**src/rtl/hazard_ctrl_if.sv**
```systemverilog
//------------------------------------------------------------------------------
// Module      : hazard_ctrl_if
// Description : Pipeline-to-hazard-unit signal bundle (stage operands, stall,
//               forwarding selects and mult/div status).
// Revision    : 1.0 - initial release
//------------------------------------------------------------------------------
`default_nettype none

interface hazard_ctrl_if;
    logic [4:0]  d_rs;
    logic [4:0]  d_rt;
    logic [1:0]  d_tuse_rs;
    logic [1:0]  d_tuse_rt;
    logic        d_is_md;
    logic [4:0]  e_a3;
    logic [4:0]  m_a3;
    logic [1:0]  e_tnew;
    logic [1:0]  m_tnew;
    logic        e_md_start;
    logic        e_md_div;
    logic        stall;
    logic        pc_en;
    logic        fd_en;
    logic        de_flush;
    logic [1:0]  fw_rs_sel;
    logic [1:0]  fw_rt_sel;
    logic        md_busy;
    logic [3:0]  md_count;
    logic [15:0] stall_cycles;

    modport master (
        output d_rs, d_rt, d_tuse_rs, d_tuse_rt, d_is_md,
        output e_a3, m_a3, e_tnew, m_tnew, e_md_start, e_md_div,
        input  stall, pc_en, fd_en, de_flush, fw_rs_sel, fw_rt_sel,
        input  md_busy, md_count, stall_cycles
    );

    modport slave (
        input  d_rs, d_rt, d_tuse_rs, d_tuse_rt, d_is_md,
        input  e_a3, m_a3, e_tnew, m_tnew, e_md_start, e_md_div,
        output stall, pc_en, fd_en, de_flush, fw_rs_sel, fw_rt_sel,
        output md_busy, md_count, stall_cycles
    );
endinterface

`default_nettype wire

```
**src/rtl/hazard_ctrl.sv**
```systemverilog
//------------------------------------------------------------------------------
// Module      : hazard_ctrl
// Description : Tuse/Tnew stall and forwarding control with mult/div busy
//               counter and a saturating stall statistic.
// Revision    : 1.0 - initial release
//------------------------------------------------------------------------------
`default_nettype none

module hazard_ctrl (
    input  wire logic   clk,
    input  wire logic   reset,
    hazard_ctrl_if.slave hz
);

    localparam logic [3:0]  C_MULT_CYCLES = 4'd5;
    localparam logic [3:0]  C_DIV_CYCLES  = 4'd10;
    localparam logic [15:0] C_STALL_MAX   = 16'hFFFF;

    logic [3:0]  r_md_count;
    logic [15:0] r_stall_cycles;

    logic w_md_busy;
    logic w_stall_rs;
    logic w_stall_rt;
    logic w_md_stall;
    logic w_stall;

    assign w_md_busy = (r_md_count != 4'd0);

    // A producer stalls the consumer only if its result arrives later than needed.
    assign w_stall_rs = (hz.d_rs != 5'd0) &&
                        (((hz.e_a3 == hz.d_rs) && (hz.e_tnew > hz.d_tuse_rs)) ||
                         ((hz.m_a3 == hz.d_rs) && (hz.m_tnew > hz.d_tuse_rs)));
    assign w_stall_rt = (hz.d_rt != 5'd0) &&
                        (((hz.e_a3 == hz.d_rt) && (hz.e_tnew > hz.d_tuse_rt)) ||
                         ((hz.m_a3 == hz.d_rt) && (hz.m_tnew > hz.d_tuse_rt)));
    assign w_md_stall = hz.d_is_md && (w_md_busy || hz.e_md_start);
    assign w_stall    = w_stall_rs || w_stall_rt || w_md_stall;

    always_comb begin
        hz.fw_rs_sel = 2'd0;
        if ((hz.d_rs != 5'd0) && (hz.e_a3 == hz.d_rs) && (hz.e_tnew == 2'd0))
            hz.fw_rs_sel = 2'd2;
        else if ((hz.d_rs != 5'd0) && (hz.m_a3 == hz.d_rs) && (hz.m_tnew == 2'd0))
            hz.fw_rs_sel = 2'd1;
    end

    always_comb begin
        hz.fw_rt_sel = 2'd0;
        if ((hz.d_rt != 5'd0) && (hz.e_a3 == hz.d_rt) && (hz.e_tnew == 2'd0))
            hz.fw_rt_sel = 2'd2;
        else if ((hz.d_rt != 5'd0) && (hz.m_a3 == hz.d_rt) && (hz.m_tnew == 2'd0))
            hz.fw_rt_sel = 2'd1;
    end

    // New issues are accepted only when idle; a start while busy is dropped.
    always_ff @(posedge clk) begin
        if (reset)
            r_md_count <= 4'd0;
        else if (hz.e_md_start && !w_md_busy)
            r_md_count <= hz.e_md_div ? C_DIV_CYCLES : C_MULT_CYCLES;
        else if (w_md_busy)
            r_md_count <= r_md_count - 4'd1;
    end

    always_ff @(posedge clk) begin
        if (reset)
            r_stall_cycles <= 16'd0;
        else if (w_stall && (r_stall_cycles != C_STALL_MAX))
            r_stall_cycles <= r_stall_cycles + 16'd1;
    end

    assign hz.stall        = w_stall;
    assign hz.pc_en        = !w_stall;
    assign hz.fd_en        = !w_stall;
    assign hz.de_flush     = w_stall;
    assign hz.md_busy      = w_md_busy;
    assign hz.md_count     = r_md_count;
    assign hz.stall_cycles = r_stall_cycles;

endmodule

`default_nettype wire

```
**src/flat_wrapper.sv**
```systemverilog
// flat-port wrapper written by rule: the top's interface ports become plain ports
module hazard_ctrl_flat 
  (clk, reset, hz_d_rs, hz_d_rt, hz_d_tuse_rs, hz_d_tuse_rt, hz_d_is_md, hz_e_a3, hz_m_a3, hz_e_tnew, hz_m_tnew, hz_e_md_start, hz_e_md_div, hz_stall, hz_pc_en, hz_fd_en, hz_de_flush, hz_fw_rs_sel, hz_fw_rt_sel, hz_md_busy, hz_md_count, hz_stall_cycles);
  hazard_ctrl_if hz_i ();
  input  wire logic clk;
  input  wire logic reset;
  input wire logic [$bits(hz_i.d_rs)-1:0] hz_d_rs;
  input wire logic [$bits(hz_i.d_rt)-1:0] hz_d_rt;
  input wire logic [$bits(hz_i.d_tuse_rs)-1:0] hz_d_tuse_rs;
  input wire logic [$bits(hz_i.d_tuse_rt)-1:0] hz_d_tuse_rt;
  input wire logic [$bits(hz_i.d_is_md)-1:0] hz_d_is_md;
  input wire logic [$bits(hz_i.e_a3)-1:0] hz_e_a3;
  input wire logic [$bits(hz_i.m_a3)-1:0] hz_m_a3;
  input wire logic [$bits(hz_i.e_tnew)-1:0] hz_e_tnew;
  input wire logic [$bits(hz_i.m_tnew)-1:0] hz_m_tnew;
  input wire logic [$bits(hz_i.e_md_start)-1:0] hz_e_md_start;
  input wire logic [$bits(hz_i.e_md_div)-1:0] hz_e_md_div;
  output wire logic [$bits(hz_i.stall)-1:0] hz_stall;
  output wire logic [$bits(hz_i.pc_en)-1:0] hz_pc_en;
  output wire logic [$bits(hz_i.fd_en)-1:0] hz_fd_en;
  output wire logic [$bits(hz_i.de_flush)-1:0] hz_de_flush;
  output wire logic [$bits(hz_i.fw_rs_sel)-1:0] hz_fw_rs_sel;
  output wire logic [$bits(hz_i.fw_rt_sel)-1:0] hz_fw_rt_sel;
  output wire logic [$bits(hz_i.md_busy)-1:0] hz_md_busy;
  output wire logic [$bits(hz_i.md_count)-1:0] hz_md_count;
  output wire logic [$bits(hz_i.stall_cycles)-1:0] hz_stall_cycles;
  assign hz_i.d_rs = hz_d_rs;
  assign hz_i.d_rt = hz_d_rt;
  assign hz_i.d_tuse_rs = hz_d_tuse_rs;
  assign hz_i.d_tuse_rt = hz_d_tuse_rt;
  assign hz_i.d_is_md = hz_d_is_md;
  assign hz_i.e_a3 = hz_e_a3;
  assign hz_i.m_a3 = hz_m_a3;
  assign hz_i.e_tnew = hz_e_tnew;
  assign hz_i.m_tnew = hz_m_tnew;
  assign hz_i.e_md_start = hz_e_md_start;
  assign hz_i.e_md_div = hz_e_md_div;
  assign hz_stall = hz_i.stall;
  assign hz_pc_en = hz_i.pc_en;
  assign hz_fd_en = hz_i.fd_en;
  assign hz_de_flush = hz_i.de_flush;
  assign hz_fw_rs_sel = hz_i.fw_rs_sel;
  assign hz_fw_rt_sel = hz_i.fw_rt_sel;
  assign hz_md_busy = hz_i.md_busy;
  assign hz_md_count = hz_i.md_count;
  assign hz_stall_cycles = hz_i.stall_cycles;
  hazard_ctrl u_core (.clk(clk), .reset(reset), .hz(hz_i));
endmodule
```
**config.mk**
```make
export PLATFORM = sky130hd
export DESIGN_NAME = hazard_ctrl_flat
export DESIGN_NICKNAME = d
export VERILOG_FILES = /design/src/rtl/hazard_ctrl_if.sv /design/src/rtl/hazard_ctrl.sv /design/src/flat_wrapper.sv
export SDC_FILE = /design/constraint.sdc
export NUM_CORES = 1
export LEC_CHECK = 0
export CELL_PAD_IN_SITES_DETAIL_PLACEMENT = 1
export CELL_PAD_IN_SITES_GLOBAL_PLACEMENT = 1
export CORE_UTILIZATION = 33
export DETAILED_ROUTE_END_ITERATION = 12
export PLACE_DENSITY = 0.9
export SYNTH_ARGS = -nofsm -noshare
export SYNTH_HDL_FRONTEND = slang
export SYNTH_SLANG_ARGS = --single-unit
```
**constraint.sdc**
```tcl
create_clock -name clk -period 3.4 [get_ports clk]
set_input_delay 0.34 -clock clk [delete_from_list [all_inputs] [get_ports clk]]
set_output_delay 0.34 -clock clk [all_outputs]
set_load 0.01 [all_outputs]
```
Yosys cells after proc, flatten, opt, wreduce, memory -nomap -nowiden:

Cells that the tools add are included.

* input port bits: 33
* output and inout bits: 29
* bits in registers: 20

* muxes and demuxes: 7
* magnitude comparators: 4
* add/sub/neg operators: 2
* eq/ne operators: 5
* reductions and logical operators: 30

Operator list (number)
* 5-bit == test: 4
* 1-bit logical AND: 17
* 16-bit by 1-bit adder with 16-bit output (second input constant): 1
* 16-bit != test (second input constant): 1
* 4-bit 2-to-1 mux: 3
* 5-bit nonzero test: 2
* 2-bit greater-than comparator: 4
* 1-bit logical OR: 5
* 2-bit logical NOT: 2
* 2-bit 2-to-1 mux: 2
* 4-bit nonzero test: 1
* 4-bit by 1-bit subtractor with 4-bit output (second input constant): 1
* 1-bit logical NOT: 2
* 1-bit 2-to-1 mux: 2
* 2-bit nonzero test: 1

Logic depth before layout (Yosys ltp):

* word-level depth: 7
* depth in mapped cells: 11

Worst setup path before layout:

Ideal clock, no wire load.

* kind: register -> output
* from: reg u_core.r_md_count[0] (netlist: u_core.hz.md_count[0])
* to: out hz_pc_en
* slack: 1.009 ns
* arrival: 2.051 ns
* stages on the path, launching flop included: 11
* buffers on the path: 4
* data required time: 3.060 ns
* cells stage by stage: dfxtp_1 > inv_1 > ha_1 > or3b_1 > buf_2 > o21a_1 > a31oi_1 > o221a_1 > buf_6 > buf_2 > buf_4

* cells in the longest elaborated chain, start to end: 5

Ends and longest elaborated chain
* start, declared: RTL line hazard_ctrl.sv:19 `logic [3:0] r_md_count;`
* start signal, assigned: RTL line hazard_ctrl.sv:61 `r_md_count <= hz.e_md_div ? C_DIV_CYCLES : C_MULT_CYCLES;`
* start signal, assigned: RTL line hazard_ctrl.sv:63 `r_md_count <= r_md_count - 4'd1;`
* 4-bit nonzero test: RTL line hazard_ctrl.sv:28 `assign w_md_busy = (r_md_count != 4'd0);`
* via hz_md_busy: RTL line flat_wrapper.sv:24 `output wire logic [$bits(hz_i.md_busy)-1:0] hz_md_busy;`
* 1-bit logical OR: RTL line hazard_ctrl.sv:37 `assign w_md_stall = hz.d_is_md && (w_md_busy || hz.e_md_start);`
* 1-bit logical AND: RTL line hazard_ctrl.sv:37
* 1-bit logical OR: RTL line hazard_ctrl.sv:38 `assign w_stall = w_stall_rs || w_stall_rt || w_md_stall;`
* 1-bit logical NOT
* end, declared: RTL line flat_wrapper.sv:19 `output wire logic [$bits(hz_i.pc_en)-1:0] hz_pc_en;`

The timed path passes the listed nets, and every way through them passes these cells.

Worst setup path in the final report:

* from: in hz_e_tnew[0]
* to: out hz_stall

* cells in the longest elaborated chain, start to end: 6
* elaborated cells on any way between the ends: 10
* those cells by class: order compare (2); reduce/logical (8)

Ends and longest elaborated chain
* start, declared: RTL line flat_wrapper.sv:14 `input wire logic [$bits(hz_i.e_tnew)-1:0] hz_e_tnew;`
* 2-bit greater-than comparator (on tied branches): RTL line hazard_ctrl.sv:32, hazard_ctrl.sv:35
* 1-bit logical AND (on tied branches): RTL line hazard_ctrl.sv:32, hazard_ctrl.sv:35
* 1-bit logical OR (on tied branches): RTL line hazard_ctrl.sv:32, hazard_ctrl.sv:35
* 1-bit logical AND (on tied branches): RTL line hazard_ctrl.sv:31, hazard_ctrl.sv:34
* 1-bit logical OR (*) (2 in series): RTL line hazard_ctrl.sv:38
* end, declared: RTL line flat_wrapper.sv:18 `output wire logic [$bits(hz_i.stall)-1:0] hz_stall;`

Every way passes the cells marked *; elsewhere a longest branch is shown, timed or not.

==> flow_metrics.env <==
export IMPL_grt_usage_pct=19.1
export IMPL_status="finished, final reports clean"
export IMPL_drc=0
export IMPL_fin_worst_skew_ns=0.0143
export IMPL_design_area_mm2=0.00230
export IMPL_core_area_mm2=0.00450
export IMPL_routed_wl_mm=4.64
export IMPL_required_ns=3.06
export IMPL_rsz0062_at_grt="false"
export IMPL_setup_violations=0
export IMPL_synth_yosys_warnings=0
export IMPL_hpwl_mm=3.77
export IMPL_fillers=534
export IMPL_critical_path_max_stage_delay_ns=0.54
export IMPL_place_congestion=0.786
export IMPL_path_class="input port to output port"
export IMPL_hold_start="u_core.hz.stall_cycles[9]$_SDFFE_PP0P_"
export IMPL_cts_setup_buffers=0
export IMPL_insertion_delay_ns=0.27
export IMPL_synth_seq_area_share_pct=25.0
export IMPL_reg2reg_depth=9
export IMPL_ys_async_sr_fraction_pct=0
export IMPL_routedWlPerCell_um=15.0
export IMPL_vias_per_cell=5.56
export IMPL_cp_start_kind="input port"
export IMPL_mostFrequentLayoutCells="clkdlybuf4s50_1 (61), dfxtp_1 (20), xor2_1 (17), a21oi_1 (17), inv_1 (14)"
export IMPL_hold_ws_ns=0.512
export IMPL_cts_resized=0
export IMPL_cts_tree="yes"
export IMPL_grt_pass1_vias=1768
export IMPL_crit_arrival_ns=2.83
export IMPL_die_h_um=71.6
export IMPL_fmax_ghz=0.316
export IMPL_synth_compound_area_share_pct=20.3
export IMPL_antenna_found_initial=0
export IMPL_tightestPinTransition_ns=0.856
export IMPL_htreeDepth=1
export IMPL_fin_tns_setup_ns=0
export IMPL_drv_cap=0
export IMPL_numClockSinks=20
export IMPL_start_util_pct=35.5
export IMPL_period_needed_ns=3.17
export IMPL_r2r_end="u_core.hz.stall_cycles[13]$_SDFFE_PP0P_"
export IMPL_grt_pass1_wl_mm=7.98
export IMPL_power_density_mw_per_mm2=404
export IMPL_synth_cell_types=44
export IMPL_critPathMaxFanout=5
export IMPL_grt_max_degree=29
export IMPL_path_delay_family="buffers and inverters"
export IMPL_worstPathCellList="clkdlybuf4s50_1, inv_1, ha_1, and2_1, a2111oi_2, a22oi_1, o221a_1, inv_2, clkdlybuf4s50_1"
export IMPL_final_util_pct=51.1
export IMPL_muxShareOfSynthArea_pct=0.704
export IMPL_diodes=0
export IMPL_setup_ws_ns=0.233
export IMPL_postRouteAntennaNets=0
export IMPL_fin_crit_sh_pct=93.1
export IMPL_synth_edff_count=0
export IMPL_crit_buf_inv=4
export IMPL_rows=24
export IMPL_maxSlewViolCount=0
export IMPL_synth_seq_cells=20
export IMPL_final_common_cell="clkdlybuf4s50_1"
export IMPL_portBuffers=61
export IMPL_synth_area_mm2=0.00160
export IMPL_leakage_nw=0.819
export IMPL_hold_path_depth=2
export IMPL_worstSetupPathDepth=9
export IMPL_synthCells=201
export IMPL_grt_overflow_total=0
export IMPL_slowest_stage="clkdlybuf4s50_1"
export IMPL_syn_avg_cell_area_um2=7.96
export IMPL_yosys_area_share_xor_xnor_pct=11.5
export IMPL_area_delta_synth_final_pct=43.9
export IMPL_final_nets=303
export IMPL_min_to="u_core.hz.stall_cycles[9]$_SDFFE_PP0P_"
export IMPL_die_x_um=71.6
export IMPL_first_iter_violations=114
export IMPL_clockBufferDepth=2
export IMPL_r2r_start="u_core.hz.md_count[0]$_SDFFE_PP0P_"
export IMPL_hold_violations=0
export IMPL_synth_nets=245
export IMPL_synth_top_family_by_area="simple AND/OR/NAND/NOR gates"
export IMPL_synthAdderAreaFrac_pct=8.60
export IMPL_pin_count=62
export IMPL_dr_pass1_iters=4
export IMPL_pre_cts_ws_ns=0.167
export IMPL_hp_class="flip-flop to flip-flop"
export IMPL_vdd_drop_max_mv=0.156
export IMPL_num_vias=1724
export IMPL_clockRootBuffer="clkbuf_8"
export IMPL_relSlewSlack_pct=42.8
export IMPL_synthSimpleGateAreaFrac_pct=26.7
export IMPL_placed_cell_area_mm2=0.00223
export IMPL_clk_pin_slew_ns=0.09
export IMPL_r2r_slack_ns=0.77
export IMPL_cp_common_cell="clkdlybuf4s50_1"
export IMPL_numCtsBuffers=3
export IMPL_end_kind="output port"
export IMPL_layout_drive_gt1_share_pct=3.88
export IMPL_die_area_mm2=0.00513
export IMPL_ctsHoldBuffers=0
export IMPL_synth_flop_cell="dfxtp_1"
## cells by family (layout without fill, tap and decap cells)
| logic type | count (synthesis) | in the layout |
|---|---|---|
| buf+inv | 25 | 82 |
| xor+xnor | 21 | 21 |
| fa+ha+maj | 11 | 11 |
| mux | 1 | 1 |
| compound gates | 48 | 48 |
| simple gates | 75 | 75 |
| flops | 20 | 20 |
## power breakdown
part           internal [W]  switching, W
logic              0.000204      0.000194
registers          0.000261     0.0000281
clock network      0.000157     0.0000856
total              0.000623      0.000308
## cells in the mapped netlist, types with 2 or more instances
cell type,n,area (µm²)
nand4_1,3,18.8
buf_4,2,15.0
o41ai_1,2,17.5
o21ai_1,3,15.0
nor3_1,9,45.0
clkbuf_1,2,7.51
xor2_1,17,149
dfxtp_1,20,400
o31ai_1,9,67.6
nor2b_1,5,31.3
buf_2,5,25.0
ha_1,11,138
a21oi_1,17,85.1
nor4_1,3,18.8
or3_1,2,12.5
and3_1,4,25.0
a211oi_1,3,22.5
nand2_1,9,33.8
nor2_1,10,37.5
nand3_1,10,50.1
inv_1,14,52.6
o21ai_0,4,20.0
and2_1,2,12.5
a2111oi_2,2,30.0
or4_1,10,75.1
xnor2_1,4,35.0
nand2b_1,2,12.5
## worst max-delay path by stage
stage,startpoint,endpoint,slack (ns)
after global routing,hz_e_tnew[0],hz_stall,0.09
after floorplan,u_core.hz.md_count[0]$_SDFFE_PP0P_,hz_pc_en,1.01
after detailed placement,hz_e_tnew[0],u_core.hz.stall_cycles[5]$_SDFFE_PP0P_,0.17
after global placement,hz_e_tnew[0],hz_stall,0.27
after CTS,hz_e_tnew[0],hz_stall,0.20
final,hz_e_tnew[0],hz_stall,0.23
## tightest hold or removal path, delay by kind of cell (launching register included)
family / cells / cell delay, ns
DFF: 1 / 0.35
AOI/OAI and AO/OA: 2 / 0.13
## routing by layer
metal / global-route usage [%] / up-vias / part of all wire (%)
met3: 1.97 / 9 / 3.9
met2: 35.7 / 54 / 52
met4: 6.10 / 0 / 2.0
met5: 0 / - / 0
li1: - / 855 / -
met1: 22.7 / 806 / 43
## cell type report
class | count | area (µm²) | area share [%]
sequential | 20 | 400 | 17.4
inverter | 15 | 56.3 | 2.44
tap | 52 | 65.1 | 2.82
clock buffer | 3 | 41.3 | 1.79
timing repair buffer | 63 | 626 | 27.2
clock inverter | 1 | 30.0 | 1.30
multi-input combinational | 156 | 1080 | 47.1
## sequential cells by signal, summed over array words and instances (netlist names)
name / cells
u_core.hz.md_count: 4
u_core.hz.stall_cycles: 16
## stage by stage
| stage | cells | total power (W) |
|---|---|---|
| floorplan | 201 | 0.000522 |
| global placement | 306 | 0.000683 |
| detailed placement | 306 | 0.000696 |
| CTS | 310 | 0.000939 |
| global route | 310 | 0.000992 |
| finish | 310 | 0.000931 |
(Power assumes the default switching activity.)
